## src/rtl/onehot_decoder_seq.sv

```systemverilog
// onehot_decoder_seq -- sequenced 2-to-4 one-hot decoder.
//
// Takes a 2-bit code over a valid/ready handshake. It drives onehot[code]
// for HOLD_CYCLES cycles, then holds all lines low for GAP_CYCLES cycles,
// then returns to IDLE. Two lines are never high in the same cycle, so
// loads that share a bus (digit enables, row selects) cannot ghost.
//
// Parameters:
//   HOLD_CYCLES  cycles the decoded line stays high (>=1)
//   GAP_CYCLES   blanking cycles after the hold (>=0)
//
// Ports:
//   clk         system clock, rising edge
//   reset_n     asynchronous active-low reset
//   code        code to decode, sampled on the handshake edge
//   code_valid  request; code must be stable while it is high
//   code_ready  high in IDLE (taken from the state flop only)
//   onehot      registered decoded lines
//   active      high while a line is driven (|onehot)
//   done        one-cycle pulse on the first IDLE cycle after a request
//
// Optional build macro ONEHOT_DECODER_SCAN_EN: with no request in IDLE,
// the block issues scan_ptr itself and scan_ptr steps 0,1,2,3,0... No done
// pulse is produced for these self-issued codes.
module onehot_decoder_seq #(
  parameter int HOLD_CYCLES = 4,
  parameter int GAP_CYCLES  = 1
) (
  input  logic       clk,
  input  logic       reset_n,
  input  logic [1:0] code,
  input  logic       code_valid,
  output logic       code_ready,
  output logic [3:0] onehot,
  output logic       active,
  output logic       done
);

  localparam int CMAX = (HOLD_CYCLES > GAP_CYCLES) ?
                        ((HOLD_CYCLES > 2) ? HOLD_CYCLES : 2) :
                        ((GAP_CYCLES  > 2) ? GAP_CYCLES  : 2);
  localparam int CW = $clog2(CMAX);
  localparam logic [CW-1:0] HOLD_LD = CW'(HOLD_CYCLES - 1);
  localparam logic [CW-1:0] GAP_LD  = CW'((GAP_CYCLES > 0) ? GAP_CYCLES - 1 : 0);

  typedef enum logic [1:0] {S_IDLE, S_DRIVE, S_GAP} state_t;

  state_t        state_q, state_d;
  logic [CW-1:0] cnt_q, cnt_d;
  logic [1:0]    code_q, code_d;
  logic [3:0]    onehot_q, onehot_d;
  logic          done_q, done_d;
  logic          ext_flag;  // current job came from the handshake

`ifdef ONEHOT_DECODER_SCAN_EN
  logic [1:0] scan_q, scan_d;
  logic       ext_q, ext_d;
  assign ext_flag = ext_q;
`else
  assign ext_flag = 1'b1;
`endif

  always_comb begin
    state_d = state_q;
    cnt_d   = cnt_q;
    code_d  = code_q;
    done_d  = 1'b0;
`ifdef ONEHOT_DECODER_SCAN_EN
    scan_d  = scan_q;
    ext_d   = ext_q;
`endif
    case (state_q)
      S_IDLE: begin
        if (code_valid) begin
          state_d = S_DRIVE;
          cnt_d   = HOLD_LD;
          code_d  = code;
`ifdef ONEHOT_DECODER_SCAN_EN
          ext_d   = 1'b1;
        end else begin
          // An external request in the same cycle takes priority and
          // leaves scan_ptr where it is.
          state_d = S_DRIVE;
          cnt_d   = HOLD_LD;
          code_d  = scan_q;
          scan_d  = scan_q + 2'd1;
          ext_d   = 1'b0;
`endif
        end
      end
      S_DRIVE: begin
        if (cnt_q == '0) begin
          if (GAP_CYCLES > 0) begin
            state_d = S_GAP;
            cnt_d   = GAP_LD;
          end else begin
            state_d = S_IDLE;
            done_d  = ext_flag;
          end
        end else begin
          cnt_d = cnt_q - 1'b1;
        end
      end
      S_GAP: begin
        if (cnt_q == '0) begin
          state_d = S_IDLE;
          done_d  = ext_flag;
        end else begin
          cnt_d = cnt_q - 1'b1;
        end
      end
      default: state_d = S_IDLE;
    endcase
    // Decode from the next state so onehot is a flop that matches DRIVE
    // exactly, with no combinational decode on the output pins.
    onehot_d = (state_d == S_DRIVE) ? (4'b0001 << code_d) : 4'b0000;
  end

  always_ff @(posedge clk or negedge reset_n) begin
    if (!reset_n) begin
      state_q  <= S_IDLE;
      cnt_q    <= '0;
      code_q   <= 2'd0;
      onehot_q <= 4'b0000;
      done_q   <= 1'b0;
    end else begin
      state_q  <= state_d;
      cnt_q    <= cnt_d;
      code_q   <= code_d;
      onehot_q <= onehot_d;
      done_q   <= done_d;
    end
  end

`ifdef ONEHOT_DECODER_SCAN_EN
  always_ff @(posedge clk or negedge reset_n) begin
    if (!reset_n) begin
      scan_q <= 2'd0;
      ext_q  <= 1'b0;
    end else begin
      scan_q <= scan_d;
      ext_q  <= ext_d;
    end
  end
`endif

  assign code_ready = (state_q == S_IDLE);
  assign onehot     = onehot_q;
  assign active     = |onehot_q;
  assign done       = done_q;

endmodule

```

## config.mk

```make
export PLATFORM = sky130hd
export DESIGN_NAME = onehot_decoder_seq
export DESIGN_NICKNAME = d
export VERILOG_FILES = /design/src/rtl/onehot_decoder_seq.sv
export SDC_FILE = /design/constraint.sdc
export NUM_CORES = 1
export LEC_CHECK = 0
export CAP_MARGIN = 10
export CORE_UTILIZATION = 43
export DETAILED_ROUTE_END_ITERATION = 16
export PLACE_DENSITY = 0.7
export SLEW_MARGIN = 40
export SYNTH_ARGS = -nofsm -noshare
export SYNTH_HDL_FRONTEND = slang
export SYNTH_SLANG_ARGS = --single-unit
export TNS_END_PERCENT = 100
```

## constraint.sdc

```tcl
create_clock -name clk -period 1.55 [get_ports clk]
set_input_delay 0.155 -clock clk [delete_from_list [all_inputs] [get_ports clk]]
set_output_delay 0.155 -clock clk [all_outputs]
set_load 0.01 [all_outputs]
```

* After elaboration in Yosys (flattened, before gate mapping) *
Index checks and enable logic that the tools add are counted.

word-level totals
  bits in registers = 11
  input port bits = 5
  output and inout bits = 7
  word-level logic and storage cells = 30

operators by class
  add/subtract/negate cells = 1
  equality and inequality tests = 5
  shift-type cells = 1
  mux-type cells = 13
  reduce and logical (&&, ||, !) cells = 5

operator list
  cell                                               count
  two-way mux 2 bit                                  8
  one-hot mux 2 bit (3 select lines)                 2
  == test 2 x 1 -> 1 bit (second input constant)     2
  zero test 2 bit                                    2
  two-way mux 4 bit                                  1
  != test 2 bit (second input constant)              2
  OR reduction 4 bit                                 1
  << shifter 1 x 2 -> 4 bit (first input constant)   1
  AND reduction 3 bit                                1
  nonzero test 3 bit                                 1
  == test 2 bit (second input constant)              1
  two-way mux 1 bit                                  2
  subtractor 2 x 1 -> 2 bit (second input constant)  1

* Depth between registers and ports, before layout *
  depth after elaboration = 5
  depth in mapped cells = 6
  mapped depth without buffers = 6

* Least setup slack after synthesis *
Ideal clock, no wire load.

  path type = register -> register
  start point = reg state_q[0]
  end point = reg onehot_q[2], in the netlist onehot[2]
  library setup time = 0.101 ns
  data arrival time = 1.443 ns
  data required time = 1.449 ns
  setup slack = 0.006 ns
  stages on the path, launching flop included = 7
  path buffers = 0
  period minus slack after synthesis = 1.544 ns
  cell sequence = dfrtp_1 -> inv_1 -> ha_1 -> and2_4 -> mux2i_4 -> inv_2 -> nor4_1

between the ends
  longest elaborated chain between the ends = 4
  elaborated cells on any way between the ends = 11
  classes of those cells = eq/ne (3); shift (1); mux (6); reduce/logical (1)

ends and longest elaborated chain
  element                    RTL line  text
  start: declaration         48        state_t state_q, state_d;
  start signal: assignment   127       state_q <= state_d;
  zero test 2 bit            --
  via code_ready             33        output logic code_ready,
  two-way mux 2 bit          72        case (state_q)
  via code_d[0]              50        logic [1:0] code_q, code_d;
  << shifter 1 x 2 -> 4 bit  116       onehot_d = (state_d == S_DRIVE) ? (4'b0001 << code_d) : 4'b0000;
  two-way mux 4 bit          116
  via onehot_d[2]            51        logic [3:0] onehot_q, onehot_d;
  end signal: assignment     130       onehot_q <= onehot_d;
  end: declaration           51

The timed path passes the listed nets, and every way through them passes these cells.
A chain may end at the register's enable or synchronous reset.

* Worst setup path after layout *
  start point = reg state_q[0]
  end point = reg onehot_q[3], in the netlist onehot[3]

between the ends
  longest elaborated chain between the ends = 4
  elaborated cells on any way between the ends = 11
  classes of those cells = eq/ne (3); shift (1); mux (6); reduce/logical (1)

ends and longest elaborated chain
  element                                                                  RTL line
  == test 2 bit, or another cell as far along                              72
  one-hot mux 2 bit (3 select lines) or two-way mux 2 bit (tied branches)  72
  == test 2 x 1 -> 1 bit or << shifter 1 x 2 -> 4 bit (tied branches)      116
  two-way mux 4 bit (*)                                                    116
  via onehot_d[3]                                                          51

Mark *: on every way through the listed nets, which the timed path passes. The rest lies on a longest branch.

==> reports/results.ini <==
[hold_path]
hold_path.class=input pin to asynchronous set/reset pin

[clock_tree]
cts_root_buf=clkbuf_4
cts_sinks=11
cts_tree=done
cts_buffers=3
clk_pin_slew_ps=60
ctsHtreeMaxLevel=1
clk-insertion-delay-late_ps=260
clockBufferDepth=2

[power_and_ir_drop]
power_mw=2.07
peakVddDrop_v=0.00119
p_leak_nw=0.430
power_density_nw_per_um2=2170

[detailed_routing]
post-route-drc-count=0
routed.top_layer=met4
num_vias=502
wirelength_um=1520
wl_met3_um=58
vias_per_cell=5.40
first_pass_iters=4
wl_met2_um=782
antenna_left=0
wire_per_inst_um=16.4
drt_iter0_markers=5
wl_met1_um=634

[outcome]
violations=negative setup slack
status=finished with violations

[critical_path]
crit_path_start_kind=flip-flop
r2r_slack_ps=-40
critPathKind=flip-flop to flip-flop
cp_data_arrival_time_ps=1740
end_kind=flip-flop
required_ps=1700
critPathMaxFanout=5

[timing]
setup_violations=1
tightestPinTransition_ps=486
holdWs_ps=225
max_freq_mhz=628
slew_headroom_pct=67.5
finalCritPeriodShare_pct=103
fin_ws_ps=-41.3
fin_crit_ps=1590
clock_skew_ps=2.32
slew_viol_final=0
hold_viol_final=0
rsz0062_at_grt=true

[logic_synthesis]
avgSynthCellArea_um2=11.5
netlist_top_cells_area=dfrtp_1, ha_1, inv_1, nor4_1, mux2_2
synth_warnings=0
synth.yosys.seq_area_share_pct=44.3
netlist_instances=54
synthDistinctLibCells=21
synth_area_um2=622
yosysTopAreaCellShare_pct=44.3
ys_ff_latch=11
synth.largest_area_cell=dfrtp_1
syn_nets=68

[floorplan]
die_h_um=40.0
start_util_pct=47.2
die_w_um=40.0
ios=12
core_area_um2=1320
dieArea_um2=1600
core.rowCount=13

[finish]
fin_nets=93
drive_above_1_share_pct=47.4
utilization_pct=72.6
num_antenna_cells=0
fillers=83
area_growth_pct=53.9
fin_cells=93

[global_routing]
grt_start_max_net_pins=12
grt_pass1_wl_um=1950
antenna_found_initial=0
grt-ovfl-total=0
grt_pass1_vias=438
grt_usage_pct=18.9

[placement]
portBuffers=11
dpl.cell_count=85
place_ws_ps=-38.5
place_congestion=0.710
dp_hpwl_um=926

[job]
maxCapViolations=0

[registers in the layout, summed over array words and instances, names as in the netlist]
signal	cells
cnt_q	2
code_q	2
done	1
onehot	4
state_q	2
[kinds of logic after synthesis]
| family | share of synthesized area, % |
|---|---|
| AOI/OAI and AO/OA | 13.3 |
| adders and majority gates | 18.1 |
| buffers and inverters | 6.64 |
| DFF | 44.3 |
| muxes | 7.24 |
| and+or+nand+nor | 10.5 |
[cell usage in the layout (no fill, tap or decap)]
cell	n
mux2_2	1
inv_2	5
a21oi_1	1
o21ai_2	1
clkbuf_4	3
ha_4	3
ha_1	4
clkbuf_1	1
a21oi_4	1
clkdlybuf4s50_1	9
mux2i_4	1
dfrtp_1	11
nor4_2	3
clkbuf_2	1
mux2_4	1
a21boi_0	1
a21oi_2	1
nor2_1	1
ha_2	2
and2_4	1
buf_4	8
buf_6	1
or4_1	1
dlygate4sd2_1	1
nor4_4	1
a221o_1	2
nand3b_1	1
a211o_2	1
and2_1	1
inv_1	6
o21bai_1	1
a311oi_4	1
nand2b_4	1
[per-layer routing]
layer  vias up  GRT usage (%)
met5         -              0
met4         0           2.59
met3         6           8.33
met2        17           28.6
met1       243           25.4
li1        236              -
[cells in the mapped netlist]
| cell type | number |
|---|---|
| and2_4 | 1 |
| nor2_1 | 1 |
| nor4_1 | 4 |
| nand3b_1 | 1 |
| o21bai_1 | 1 |
| a311oi_2 | 1 |
| or4_1 | 1 |
| a211o_1 | 1 |
| inv_1 | 10 |
| ha_1 | 9 |
| a21boi_0 | 1 |
| dfrtp_1 | 11 |
| o21ai_1 | 1 |
| mux2_2 | 2 |
| inv_2 | 1 |
| a21oi_1 | 2 |
| a21oi_2 | 1 |
| and2_1 | 1 |
| mux2i_4 | 1 |
| nand2b_1 | 1 |
| a221o_1 | 2 |
[cell type report]
cell class / instances / area (um2) / area share, %
Sequential cell: 11 / 275 / 28.8
Inverter: 11 / 41.3 / 4.31
Clock buffer: 4 / 26.3 / 2.75
Multi-Input combinational cell: 32 / 420 / 43.9
Timing Repair Buffer: 20 / 175 / 18.3
Tap cell: 15 / 18.8 / 1.96
[worst max-delay path, cell delays in order, from the launching register on]
cell and delay (ps):
dfrtp_1 400, inv_2 100, buf_6 120, ha_4 140, o21bai_1 60, a211o_2 370
nor4_2 280
[power by group]
part	internal (mW)	switching, mW
combinational	0.705	0.713
sequential	0.400	0.0737
clock	0.0992	0.0820
total	1.20	0.869
[through the flow]
step / instance area (um2) / TNS [ps]
final: 957 / -41.3
after detailed placement: 788 / -95.2
after global routing: 957 / -125
after CTS: 833 / 0
after global placement: 788 / -84.6
after floorplan: 622 / 0
[path summary, 6_finish.rpt]
check                      startpoint   endpoint  cells past startpoint
max                        state_q[0]  onehot[3]                      6
min                           reset_n  onehot[3]                      1
max reg2reg                state_q[0]  onehot[3]                      6
min reg2reg                  cnt_q[0]   cnt_q[0]                      1
max in group asynchronous     reset_n  onehot[0]                      1
min in group clk             cnt_q[0]   cnt_q[0]                      1
[what timing repair did]
action	in CTS	in global routing
resized for setup	6	23
pin swaps	1	9
setup endpoints to repair	6	7
buffers inserted	0	4
hold buffers	0	0
Note: power is estimated with default switching activity, not from simulation.
